==> config.mk <==
export PLATFORM = sky130hd
export DESIGN_NAME = mem_port_arbiter
export DESIGN_NICKNAME = d
export VERILOG_FILES = /design/src/rtl/riscv_pkg.sv /design/src/rtl/mem_port_arbiter_priority.sv /design/src/rtl/mem_port_arbiter.sv
export SDC_FILE = /design/constraint.sdc
export NUM_CORES = 1
export LEC_CHECK = 0
export ABC_AREA = 1
export BUFFER_PORTS_ARGS = -buffer_cell sky130_fd_sc_hd__buf_4
export CAP_MARGIN = 20
export CORE_UTILIZATION = 47
export DETAILED_ROUTE_END_ITERATION = 8
export PLACE_DENSITY = 0.8
export SLEW_MARGIN = 20
export SYNTH_ARGS = -nofsm -noshare
export SYNTH_HDL_FRONTEND = slang
export SYNTH_SLANG_ARGS = --single-unit
==> constraint.sdc <==
create_clock -name clk_i -period 1.58 [get_ports clk_i]
set_input_delay 0.158 -clock clk_i [delete_from_list [all_inputs] [get_ports clk_i]]
set_output_delay 0.158 -clock clk_i [all_outputs]
set_load 0.01 [all_outputs]
==> src/rtl/riscv_pkg.sv <==
// Shared types for the pipeline memory arbiter: FSM states, owner encoding and data width.
package riscv_pkg;

  localparam int XLEN = 32;

  typedef enum logic [1:0] {
    IDLE  = 2'd0,
    ISSUE = 2'd1,
    WAIT  = 2'd2,
    RESP  = 2'd3
  } arb_state_t;

  typedef enum logic {
    FETCH = 1'b0,
    DATA  = 1'b1
  } arb_owner_t;

endpackage

==> src/rtl/mem_port_arbiter_priority.sv <==
// Grant decision between fetch and data. Build with ARB_STARVE_GUARD_EN to let a waiting
// fetch win after STARVE_LIMIT consecutive data grants.
module arb_priority
  import riscv_pkg::*;
#(
  parameter int STARVE_LIMIT = 4
) (
  input  logic clk_i,
  input  logic rstn_i,
  input  logic if_req,
  input  logic d_req,
  input  logic grant_en,
  output logic grant_fetch
);

`ifdef ARB_STARVE_GUARD_EN
  localparam int CW = $clog2(STARVE_LIMIT + 2);

  logic [CW-1:0] starve_cnt;
  logic          starved;

  assign starved     = (starve_cnt == CW'(STARVE_LIMIT));
  assign grant_fetch = if_req & (~d_req | starved);

  // Only data grants that overtake a pending fetch count toward starvation.
  always_ff @(posedge clk_i or negedge rstn_i) begin
    if (!rstn_i) begin
      starve_cnt <= '0;
    end else if (grant_en) begin
      if (grant_fetch)
        starve_cnt <= '0;
      else if (if_req && !starved)
        starve_cnt <= starve_cnt + 1'b1;
    end
  end
`else
  logic unused_prio;
  assign unused_prio = &{1'b0, clk_i, rstn_i, grant_en};
  assign grant_fetch = if_req & ~d_req;
`endif

endmodule

==> src/rtl/mem_port_arbiter.sv <==
// Single-port memory arbiter for fetch and data stages: one outstanding access at a time.
// Optional fetch anti-starvation via ARB_STARVE_GUARD_EN (see arb_priority).
module mem_port_arbiter
  import riscv_pkg::*;
#(
  parameter int XLEN         = riscv_pkg::XLEN,
  parameter int STARVE_LIMIT = 4
) (
  input  logic              clk_i,
  input  logic              rstn_i,
  input  logic              if_req_i,
  input  logic [XLEN-1:0]   if_addr_i,
  input  logic              if_kill_i,
  output logic              if_valid_o,
  output logic [XLEN-1:0]   if_rdata_o,
  output logic              if_stall_o,
  input  logic              d_req_i,
  input  logic              d_we_i,
  input  logic [XLEN/8-1:0] d_be_i,
  input  logic [XLEN-1:0]   d_addr_i,
  input  logic [XLEN-1:0]   d_wdata_i,
  output logic              d_valid_o,
  output logic [XLEN-1:0]   d_rdata_o,
  output logic              d_stall_o,
  output logic              mem_req_o,
  output logic              mem_we_o,
  output logic [XLEN/8-1:0] mem_be_o,
  output logic [XLEN-1:0]   mem_addr_o,
  output logic [XLEN-1:0]   mem_wdata_o,
  input  logic              mem_rvalid_i,
  input  logic [XLEN-1:0]   mem_rdata_i
);

  arb_state_t state_q, state_d;
  arb_owner_t owner_q;
  logic       drop_q;
  logic       grant_en;
  logic       grant_fetch;
  logic       in_flight;
  logic       rsp_take;

  assign grant_en  = (state_q == IDLE) & (if_req_i | d_req_i);
  assign in_flight = (state_q == ISSUE) | (state_q == WAIT);
  assign rsp_take  = (state_q == WAIT) & mem_rvalid_i;

  arb_priority #(
    .STARVE_LIMIT (STARVE_LIMIT)
  ) u_prio (
    .clk_i       (clk_i),
    .rstn_i      (rstn_i),
    .if_req      (if_req_i),
    .d_req       (d_req_i),
    .grant_en    (grant_en),
    .grant_fetch (grant_fetch)
  );

  always_ff @(posedge clk_i or negedge rstn_i) begin
    if (!rstn_i) state_q <= IDLE;
    else         state_q <= state_d;
  end

  always_comb begin
    state_d = state_q;
    unique case (state_q)
      IDLE:    if (grant_en) state_d = ISSUE;
      ISSUE:   state_d = WAIT;
      WAIT:    if (mem_rvalid_i) state_d = RESP;
      RESP:    state_d = IDLE;
      default: state_d = IDLE;
    endcase
  end

  always_comb begin
    mem_req_o  = (state_q == ISSUE);
    if_valid_o = (state_q == RESP) & (owner_q == FETCH) & ~drop_q;
    d_valid_o  = (state_q == RESP) & (owner_q == DATA);
  end

  assign if_stall_o = if_req_i & ~if_valid_o;
  assign d_stall_o  = d_req_i & ~d_valid_o;

  // Request fields are captured at grant and held on the memory bus until the next grant.
  always_ff @(posedge clk_i or negedge rstn_i) begin
    if (!rstn_i) begin
      owner_q     <= FETCH;
      mem_we_o    <= 1'b0;
      mem_be_o    <= '0;
      mem_addr_o  <= '0;
      mem_wdata_o <= '0;
    end else if (grant_en) begin
      if (grant_fetch) begin
        owner_q     <= FETCH;
        mem_we_o    <= 1'b0;
        mem_be_o    <= '1;
        mem_addr_o  <= if_addr_i;
        mem_wdata_o <= '0;
      end else begin
        owner_q     <= DATA;
        mem_we_o    <= d_we_i;
        mem_be_o    <= d_be_i;
        mem_addr_o  <= d_addr_i;
        mem_wdata_o <= d_wdata_i;
      end
    end
  end

  // A killed fetch still completes on the memory side; only its response is swallowed.
  always_ff @(posedge clk_i or negedge rstn_i) begin
    if (!rstn_i)
      drop_q <= 1'b0;
    else if (state_q == IDLE)
      drop_q <= 1'b0;
    else if (in_flight && owner_q == FETCH && if_kill_i)
      drop_q <= 1'b1;
  end

  always_ff @(posedge clk_i or negedge rstn_i) begin
    if (!rstn_i) begin
      if_rdata_o <= '0;
      d_rdata_o  <= '0;
    end else if (rsp_take) begin
      if (owner_q == FETCH && !drop_q && !if_kill_i)
        if_rdata_o <= mem_rdata_i;
      if (owner_q == DATA && !mem_we_o)
        d_rdata_o <= mem_rdata_i;
    end
  end

endmodule

* Word level (Yosys, flattened, before mapping)
Index checks and enable logic that the tools add are counted.
Word-level totals: input bits 139, word-level logic and storage cells 52, bits in latches 0, RAM bits 0, output and inout port bits 138, flip-flop bits (word level) 137, memories kept 0, bits in read-only memories 0
Cells by class: div/mod/pow operators 0, order comparisons 0, add/subtract/negate cells 0, multipliers 0, bitwise logic cells 15, shifts and indexed selects 0, equal/unequal tests 5, muxes and demuxes 10, reductions and logical operators 13
Operators with widths (count):
- 32-bit 2-to-1 mux | 2
- 1-bit AND | 8
- 2-bit case mux with 4 select lines | 1
- 2-bit AND reduction | 3
- 1-bit logical AND | 5
- 1-bit inverter | 5
- 2-bit == test, second input constant | 2
- 1-bit 2-to-1 mux | 4
- 2-bit 2-to-1 mux | 2
- 4-bit 2-to-1 mux | 1
- 2-bit inequality test, second input constant | 2
- 1-bit logical NOT | 3
- 2-bit by 1-bit == test with 1-bit output, second input constant | 1
- 2-bit logical NOT | 1
- 1-bit OR | 2
- 2-bit nonzero test | 1

* Depth between registers and ports, before layout
depth in word-level cells 6, gate-level depth with buffers 8

* Hierarchy
From an unflattened synthesis, not the netlist that was laid out.
Second synthesis, totals: cells, all modules 724, area total of the unflattened synthesis 5940.7 sq um
By module, submodules not included:
- mem_port_arbiter | cells each 722, area each 5930.7 sq um, instances 1
- arb_priority | cells each 2, area each 10.0 sq um, instances 1

* Worst setup path before layout
No wires, ideal clock.
kind flip-flop to flip-flop, start point register state_q[0], end point register mem_addr_o[10], path buffers 1, library setup time 0.065 ns, required time 1.515 ns, stages on the path, launching flop included 8, arrival 1.289 ns, setup slack 0.226 ns, cell sequence dfrtp_1 -> inv_1 -> ha_1 -> inv_1 -> nor2_4 -> buf_2 -> nand3_1 -> nand2_1
Between the ends: word-level cells in the longest chain between the ends 2
Ends and longest elaborated chain:
- start, declared | RTL line mem_port_arbiter.sv:34 | arb_state_t state_q, state_d;
- start signal, assigned | RTL line mem_port_arbiter.sv:59 | else state_q <= state_d;
- 2-bit logical NOT | RTL line mem_port_arbiter.sv:42 | assign grant_en = (state_q == IDLE) & (if_req_i | d_req_i);
- 1-bit AND | RTL line mem_port_arbiter.sv:42
- end signal, assigned | RTL line mem_port_arbiter.sv:95 | mem_addr_o <= if_addr_i;
- end signal, assigned | RTL line mem_port_arbiter.sv:101 | mem_addr_o <= d_addr_i;
- end, declared | RTL line mem_port_arbiter.sv:28 | output logic [XLEN-1:0] mem_addr_o,
Every way passes these cells. A chain may end at the register's enable or synchronous reset.

* Worst setup path after layout
start point register state_q[1], end point output port if_stall_o
Between the ends: word-level cells in the longest chain between the ends 5
Ends and longest elaborated chain:
- 2-bit == test | RTL line mem_port_arbiter.sv:75 | if_valid_o = (state_q == RESP) & (owner_q == FETCH) & ~drop_q;
- 1-bit AND (2 in series) | RTL line mem_port_arbiter.sv:75
- 1-bit inverter | RTL line mem_port_arbiter.sv:79 | assign if_stall_o = if_req_i & ~if_valid_o;
- 1-bit AND | RTL line mem_port_arbiter.sv:79
- end, declared | RTL line mem_port_arbiter.sv:16 | output logic if_stall_o,
Every way passes these cells.

==> out/qor.yml <==
status: "finished, final reports clean"
start_kind: "flip-flop"
num_antenna_cells: 0
drive_gt1_share_pct: 32.2
synthAdderAreaFrac_pct: 1.01
drt_iter0_drc: 408
design_area_mm2: 0.00937
post-route-util_pct: 73.7
areaGrowthSynthToFinish_pct: 51.1
worst_hold_path_type: "input port to flip-flop"
syn_nets: 903
slowest_stage: "dfrtp_1"
std_cell_rows: 41
dp.cells: 1174
io_pins: 277
ir_worst_vdd_mv: 0.833
cts.sinks: 137
grt_start_max_net_pins: 66
setup_viol: 0
tightest_slew_ns: 0.376
dr.pass1.iters: 5
grt_pass1_wl_um: 28200
finalCritPeriodShare_pct: 97.6
port_buffers: 276
dieArea_mm2: 0.0137
cpPeakStageDelay_ns: 0.41
power_mw: 17.3
yosysWarnings: 0
synthesis.area_mm2: 0.00620
hold_viol_final: 0
crit_chain: "ha_2 -> nand2_2 -> nor2_4 -> nor2_2 -> buf_6"
rsz0062_at_grt: "yes"
clock.fmax_ghz: 0.648
vias: 6109
nets: 1197
place.gp.congestion: 0.794
fp.dieH_um: 117
fill_cells: 993
powerDensity_mw_per_mm2: 1850
maxSlewViolCount: 0
placed_area_mm2: 0.00842
critPathBufInv: 1
synth-seq-cells: 137
avgSynthCellArea_um2: 8.17
grt_pass1_vias: 5797
detail-route-antenna-nets: 0
routedWlPerCell_um: 14.6
synth_xor_area_share_pct: 0
syn_inst: 759
numCtsBuffers: 17
grt.total_usage_pct: 27.2
setup.worst_path.class: "flip-flop to primary output"
synth_compound_area_share_pct: 3.41
core_area_mm2: 0.0127
initial_utilization_pct: 48.7
htree_levels: 4
path_max_fanout: 4
p_leak_nw: 5.29
synth_top_family_by_area: "simple AND/OR/NAND/NOR gates"
arrival_ns: 1.38
antenna_found_initial: 0
synth_mux_area_share_pct: 0
post-route-min-period_ns: 1.54
clk-insertion-delay-late_ns: 0.40
yosysUniqueCellTypes: 20
crit_required_ns: 1.42
die_w_um: 117
vias_per_cell: 4.94
maxSlewHeadroom_pct: 74.9
cts_tree: "yes"
fin_cells: 1237
drc: 0
fin_skew_ns: 0.00804
clockRootBuffer: "clkbuf_16"
maxCapViolCount: 0
cts.path.max_buffers: 2
routed_wl_um: 18100
cp_top_family: "flip-flops"
clk_pin_slew_ns: 0.06
overflow: 0
synth_seq_area_share_pct: 55.3
synth-simple-area-share_pct: 31.0
dp_hpwl_um: 12400
cp-end-kind: "primary output"
## cells in the final DEF (no fill, tap or decap), drive strengths merged
cell type	n
nand2	311
buf	295
dfrtp	137
nand3	100
inv	76
o21ai	39
nand4	32
dlygate4sd3	30
clkbuf	22
nor2	8
clkinvlp	5
ha	5
bufinv	2
or2	1
a21oi	1
clkinv	1
## Yosys cell counts
library cell	instances	area share [%]
or2_2	1	0.10
dfrtp_1	137	55
buf_4	7	0.85
o21ai_1	18	1.5
nand2_2	1	0.10
buf_6	7	1.3
o21ai_4	1	0.26
clkbuf_1	12	0.73
nand3_1	100	8.1
nand2_1	310	19
nand4_1	32	3.2
nor2_2	2	0.20
nor2_1	5	0.30
a21oi_1	1	0.081
inv_2	2	0.12
buf_2	24	1.9
nor2_4	1	0.18
o21ai_0	20	1.6
ha_1	5	1.0
inv_1	73	4.4
## cell families (layout without fill, tap and decap cells)
logic type      after synthesis  count (layout)
compound gates               40              40
fa+ha+maj                     5               5
buf+inv                     125             431
flops                       137             137
simple gates                452             452
## per-layer routing
layer	vias up	routed length, um	global-route usage, %
li1	2981	-	-
met1	2830	7200	32.6
met2	256	8790	45.0
met3	42	1470	7.83
met4	0	625	13.1
met5	-	0	0
## path summary, 6_finish.rpt
| kind | end | slack (ns) | depth (start not counted) | from |
|---|---|---|---|---|
| worst max-delay path | if_stall_o | 0.04 | 5 | state_q[1] |
| worst min-delay path | mem_wdata_o[13] | 0.02 | 3 | d_wdata_i[13] |
| worst max register to register | if_rdata_o[2] | 0.14 | 7 | state_q[1] |
| worst min register to register | d_rdata_o[20] | 0.47 | 2 | d_rdata_o[20] |
| max in group asynchronous | mem_wdata_o[12] | 0.74 | 3 | rstn_i |
| min in group asynchronous | if_rdata_o[29] | 0.21 | 2 | rstn_i |
## layout make-up
class | instances | area [um2] | area share [%]
Clock inverter | 9 | 115 | 1.23
Multi-Input combinational cell | 497 | 2220 | 23.6
Inverter | 75 | 282 | 3.00
Timing Repair Buffer | 325 | 2630 | 28.1
Tap cell | 172 | 215 | 2.30
Clock buffer | 22 | 484 | 5.17
Sequential cell | 137 | 3430 | 36.6
## stage by stage
stage | setup slack [ns] | hold slack, ns | setup TNS [ns]
finish | 0.0375 | 0.0173 | 0
global route | -0.0374 | 0.00484 | -0.0836
CTS | 0.00739 | 0.00113 | 0
detailed placement | 0.126 | 0.0717 | 0
global placement | 0.162 | 0.0718 | 0
floorplan | 0.226 | -0.138 | 0
## state kept, by name, indices dropped and copies added (netlist names)
| signal | cells |
|---|---|
| d_rdata_o | 32 |
| drop_q | 1 |
| if_rdata_o | 32 |
| mem_addr_o | 32 |
| mem_be_o | 4 |
| mem_wdata_o | 32 |
| mem_we_o | 1 |
| owner_q | 1 |
| state_q | 2 |
## repair_timing
item / 4_1_cts / 5_1_grt
pin swaps: 0 / 4
endpoints found under the hold margin: 135 / 0
endpoints found under the setup margin: 1 / 44
buffers inserted: 2 / 0
hold buffers: 30 / 0
resized for setup: 1 / 12
## worst min-delay path, cell delays in order
cell     delay [ns]
buf_4          0.10
nand2_1        0.05
o21ai_1        0.06
## power breakdown
part           total, mW  internal (mW)  switching, mW
clock               3.95           2.49           1.46
sequential          6.07           5.12          0.952
combinational       7.31           3.42           3.89
(Power assumes the default switching activity.)
